==> src/rtl/fp16_argmax_reader.sv <==
// rtl/fp16_argmax_reader.sv - snapshot an FP16 vector and report the 1-based argmax of its positive elements
//
// Purpose: sits after fp16_softmax. A rising edge of in_valid captures the packed
// vector. The block then scans one element per clock and reports the index and
// value of the largest positive, non-NaN element. The result is held until clear.
//
// Ports:
//   clk         rising-edge clock
//   reset_b     asynchronous active-low reset
//   in_valid    softmax valid (level); only its rising edge starts a run
//   clear       synchronous one-cycle clear; aborts a scan or acknowledges a result
//   neuron_val  packed FP16 vector, element i at [i*16 +: 16]
//   busy        high while scanning
//   done        high from result ready until clear/reset
//   max_index   1-based index of the maximum, 0 when no element is positive
//   max_val     FP16 value of the maximum, 0 when max_index is 0

module fp16_argmax_reader #(
    parameter int IN_OUT_NUM = 10,
    parameter int IDX_W      = $clog2(IN_OUT_NUM + 1)
) (
    input  logic                     clk,
    input  logic                     reset_b,
    input  logic                     in_valid,
    input  logic                     clear,
    input  logic [IN_OUT_NUM*16-1:0] neuron_val,
    output logic                     busy,
    output logic                     done,
    output logic [IDX_W-1:0]         max_index,
    output logic [15:0]              max_val
);

    typedef enum logic [1:0] {
        ST_IDLE = 2'd0,
        ST_SCAN = 2'd1,
        ST_DONE = 2'd2
    } state_t;

    localparam logic [IDX_W-1:0] LAST_PTR = IDX_W'(IN_OUT_NUM - 1);

    state_t                    state_q,     state_d;
    logic                      in_valid_q,  in_valid_d;
    logic [IN_OUT_NUM*16-1:0]  snapshot_q,  snapshot_d;
    logic [IDX_W-1:0]          ptr_q,       ptr_d;
    logic [IDX_W-1:0]          run_idx_q,   run_idx_d;
    logic [15:0]               run_val_q,   run_val_d;
    logic                      busy_q,      busy_d;
    logic                      done_q,      done_d;
    logic [IDX_W-1:0]          max_index_q, max_index_d;
    logic [15:0]               max_val_q,   max_val_d;

    logic        start;
    logic [15:0] elem;
    logic        elem_nan;
    logic        elem_wins;
    logic [IDX_W-1:0] ptr_inc;

    assign start     = in_valid & ~in_valid_q;
    assign elem      = snapshot_q[16*int'(ptr_q) +: 16];
    assign elem_nan  = (elem[14:10] == 5'h1F) && (elem[9:0] != 10'd0);
    // Running max starts at +0 and the compare is strict, so negatives, zeros
    // and later equal values never displace the current winner. For positive
    // FP16 the raw magnitude bits order the same way as the values.
    assign elem_wins = !elem[15] && !elem_nan && (elem[14:0] > run_val_q[14:0]);
    assign ptr_inc   = ptr_q + 1'b1;

    always_comb begin
        state_d     = state_q;
        in_valid_d  = in_valid;
        snapshot_d  = snapshot_q;
        ptr_d       = ptr_q;
        run_idx_d   = run_idx_q;
        run_val_d   = run_val_q;
        busy_d      = busy_q;
        done_d      = done_q;
        max_index_d = max_index_q;
        max_val_d   = max_val_q;

        if (clear) begin
            // Clear beats a same-cycle start; in_valid_q still tracks in_valid,
            // so a held valid cannot retrigger until it falls and rises again.
            state_d     = ST_IDLE;
            busy_d      = 1'b0;
            done_d      = 1'b0;
            max_index_d = '0;
            max_val_d   = '0;
        end else begin
            case (state_q)
                ST_IDLE: begin
                    if (start) begin
                        snapshot_d  = neuron_val;
                        ptr_d       = '0;
                        run_idx_d   = '0;
                        run_val_d   = '0;
                        max_index_d = '0;
                        max_val_d   = '0;
                        busy_d      = 1'b1;
                        state_d     = ST_SCAN;
                    end
                end
                ST_SCAN: begin
                    if (elem_wins) begin
                        run_val_d = elem;
                        run_idx_d = ptr_inc;
                    end
                    ptr_d = ptr_inc;
                    if (ptr_q == LAST_PTR) begin
                        // Publish the winner including the element judged this cycle.
                        max_index_d = elem_wins ? ptr_inc : run_idx_q;
                        max_val_d   = elem_wins ? elem    : run_val_q;
                        busy_d      = 1'b0;
                        done_d      = 1'b1;
                        state_d     = ST_DONE;
                    end
                end
                ST_DONE: begin
                    state_d = ST_DONE;
                end
                default: begin
                    state_d = ST_IDLE;
                    busy_d  = 1'b0;
                    done_d  = 1'b0;
                end
            endcase
        end
    end

    always_ff @(posedge clk or negedge reset_b) begin
        if (!reset_b) begin
            state_q     <= ST_IDLE;
            in_valid_q  <= 1'b0;
            snapshot_q  <= '0;
            ptr_q       <= '0;
            run_idx_q   <= '0;
            run_val_q   <= '0;
            busy_q      <= 1'b0;
            done_q      <= 1'b0;
            max_index_q <= '0;
            max_val_q   <= '0;
        end else begin
            state_q     <= state_d;
            in_valid_q  <= in_valid_d;
            snapshot_q  <= snapshot_d;
            ptr_q       <= ptr_d;
            run_idx_q   <= run_idx_d;
            run_val_q   <= run_val_d;
            busy_q      <= busy_d;
            done_q      <= done_d;
            max_index_q <= max_index_d;
            max_val_q   <= max_val_d;
        end
    end

    assign busy      = busy_q;
    assign done      = done_q;
    assign max_index = max_index_q;
    assign max_val   = max_val_q;

endmodule

==> config.mk <==
export PLATFORM = sky130hd
export DESIGN_NAME = fp16_argmax_reader
export DESIGN_NICKNAME = d
export VERILOG_FILES = /design/src/rtl/fp16_argmax_reader.sv
export SDC_FILE = /design/constraint.sdc
export NUM_CORES = 1
export LEC_CHECK = 0
export ABC_CLOCK_PERIOD_IN_PS = 4000
export CAP_MARGIN = 20
export CELL_PAD_IN_SITES_DETAIL_PLACEMENT = 0
export CELL_PAD_IN_SITES_GLOBAL_PLACEMENT = 1
export CORE_ASPECT_RATIO = 1.5
export CORE_UTILIZATION = 48
export CTS_CLUSTER_DIAMETER = 40
export DETAILED_ROUTE_END_ITERATION = 16
export DONT_BUFFER_PORTS = 1
export GPL_ROUTABILITY_DRIVEN = 0
export HOLD_SLACK_MARGIN = 0.02
export PLACE_DENSITY_LB_ADDON = 0.1
export SLEW_MARGIN = 20
export SYNTH_ARGS = -nofsm -noshare
export SYNTH_HDL_FRONTEND = slang
export SYNTH_SLANG_ARGS = --single-unit
==> constraint.sdc <==
create_clock -name clk -period 4 [get_ports clk]
set_input_delay 0.4 -clock clk [delete_from_list [all_inputs] [get_ports clk]]
set_output_delay 0.4 -clock clk [all_outputs]
set_load 0.01 [all_outputs]
==> out/metrics.yaml <==
r2r-start: "ptr_q[0]"
slew_headroom_pct: 40.2
finalClockSkew_ps: 17.9
area_growth_pct: 30.8
maxUsedRoutingLayer: "met4"
syn_inst: 1073
antenna_cells: 0
vias_per_cell: 5.42
drtAntennaViolNets: 0
cts_tree: "built"
powerDensity_nw_per_um2: 661
cp.required_ps: 4430
clockBufferDepth: 3
cp.depth: 11
gr-usage-all-layers_pct: 27.8
hold_ws_ps: -442
wl_met2_um: 15000
htree_levels: 1
dr.first_iter.drc_count: 683
clock-sinks: 209
critPathKind: "reg2reg"
path_buf_inv: 1
firstDrtPassIters: 5
worst_pin_slew_ps: 896
max_stage_delay_ps: 550
rrSetupSlack_ps: 270
worstSetupStartpointType: "flop"
max_freq_ghz: 0.268
avgRoutedWirePerCell_um: 19.3
grt_pass1_wl_um: 45500
ff2ff_path_depth: 11
yosysWarnings: 0
async_reset_ff_share_pct: 100
ys_top_cells_by_count: "nand2_1, dfrtp_1, clkbuf_1"
worst-path-max-fanout: 20
drt_wl_total_um: 29300
grt_pass1_vias: 8389
rsz0062_at_grt: "no"
failed_checks: "hold timing"
finalCritPeriodShare_pct: 93.2
numCtsBuffers: 30
grt-ovfl-total: 0
syn_nets: 1257
synth_edf_count: 0
clock_latency_ps: 550
die_area_um2: 21400
antenna_found_initial: 0
drc: 0
clk_pin_slew_ps: 60
cap_violations: 0
regArea_um2: 5230
cp-end-kind: "flop"
grt_max_degree: 210
peakVddDrop_mv: 0.406
coreArea_um2: 20400
fill_cells: 1688
ys_ff_latch: 209
wl_met3_um: 1160
avgSynthCellArea_um2: 9.30
setup_viol: 0
setup_tns_ps: 0
yosysMostFrequentCell: "nand2_1"
cp_data_arrival_time_ps: 4150
die_h_um: 179
slowest_stage: "mux4_2"
initial_core_util_pct: 48.9
drive_gt1_share_pct: 11.1
dp_hpwl_um: 19500
vias: 8205
drv_slew: 0
portBuffers: 0
multi_input_area_um2: 4420
finalHoldViolations: 209
leakagePower_uw: 0.00624
synth_top_area_cell: "dfrtp_1"
met1_length_um: 12200
row_count: 64
outcome: "complete, but fails checks"
cts_hold_buf: 158
synthFlopType: "dfrtp_1"
ys_seq_area_share_pct: 52.4
ys_types: 50
critPathTopFamily: "compound AO/OA/AOI/OAI gates"
die_x_um: 120
syn_area_um2: 9980
cp_cell_sequence: "buf_12 > mux4_2 > a221o_1 > ha_1 > a21oi_1 > nand2_1 > o31ai_1 > a21boi_1 > and2_2 > or3_1 > a32o_1"
r2r-end: "max_index[3]"
fin_crit_ps: 3730
fin_nets: 1410
power_uw: 8630
ios: 186
min_path_type: "in2async"
synthTopCellsByArea: "dfrtp_1, nand2_1, mux4_2"
cts_root_buffer: "clkbuf_16"
post-synth-top-area-fraction_pct: 52.4
==> power breakdown <==
group	leakage, µW	total, µW	switching [µW]	internal (µW)
clock network	0.000540	2900	1070	1820
registers	0.00267	3190	444	2750
logic	0.00303	2540	1420	1120
total	0.00624	8630	2940	5700
==> timing repair <==
item,in CTS,in global routing
hold endpoints to repair,367,209
gates resized for setup,0,6
buffers inserted,0,1
endpoints found under the setup margin,0,15
==> metrics by stage <==
stage / instance area, µm² / hold WS (ps) / utilization [%] / instances / setup WS, ps
4_1_cts: 13000 / -467 / 63.8 / 1513 / 242
3_5_place_dp: 10300 / 110 / 50.5 / 1299 / 260
2_1_floorplan: 9980 / 104 / - / 1073 / 325
3_3_place_gp: 10300 / 110 / 50.5 / 1299 / 308
6_report: 13100 / -442 / 63.9 / 1514 / 273
5_1_grt: 13100 / -453 / 63.9 / 1514 / 7.55
==> cell families (layout without fill, tap and decap cells) <==
logic type	Yosys count	count (layout)	synth area share, %
xor gates and xnor gates	2	2	0.176
muxes	60	60	8.70
adders and majority gates	20	20	2.51
buffers and inverters	87	264	3.76
AOI/OAI and AO/OA	107	107	8.49
DFF	209	209	52.4
and+or+nand+nor	588	588	24.0
==> per-layer routing <==
layer  up-vias  global-route usage, %
met2       253                   48.5
met1      3987                   35.8
met3        57                   2.72
li1       3908                      -
met4         0                   10.5
met5         -                      0
==> flip-flops by register name (all words and copies together) (netlist names) <==
name and flops:
busy 1, snapshot_q 160, state_q 2, done 1, ptr_q 4, in_valid_q 1, max_index 4, run_val_q 16
max_val 16, run_idx_q 4
==> area by class of cell <==
type	count	area share, %
clock inverter	22	2.33
inverter	19	0.546
timing repair buffer	189	14.4
sequential	209	40.1
clock buffer	34	6.26
multi-input combinational	777	33.9
tap	264	2.53
==> worst max-delay path by stage <==
stage                         from            end  slack (ps)
after floorplan           ptr_q[0]   max_index[3]         330
after global placement    ptr_q[0]   run_idx_q[2]         310
after detailed placement  ptr_q[0]  run_val_q[13]         260
after CTS                 ptr_q[0]  run_val_q[10]         240
after global routing      ptr_q[0]   run_val_q[9]           8
final                     ptr_q[0]   max_index[3]         270
==> cells in the final DEF, fill, tap and decap left out, types with 20 or more instances in the layout <==
master and n:
nand2_1 508, dlygate4sd3_1 158, mux4_2 20, clkbuf_16 31, dfrtp_1 207, mux2i_1 26
buf_4 26, ha_1 20, a221o_1 27
Note: power is estimated with default switching activity, not from simulation.
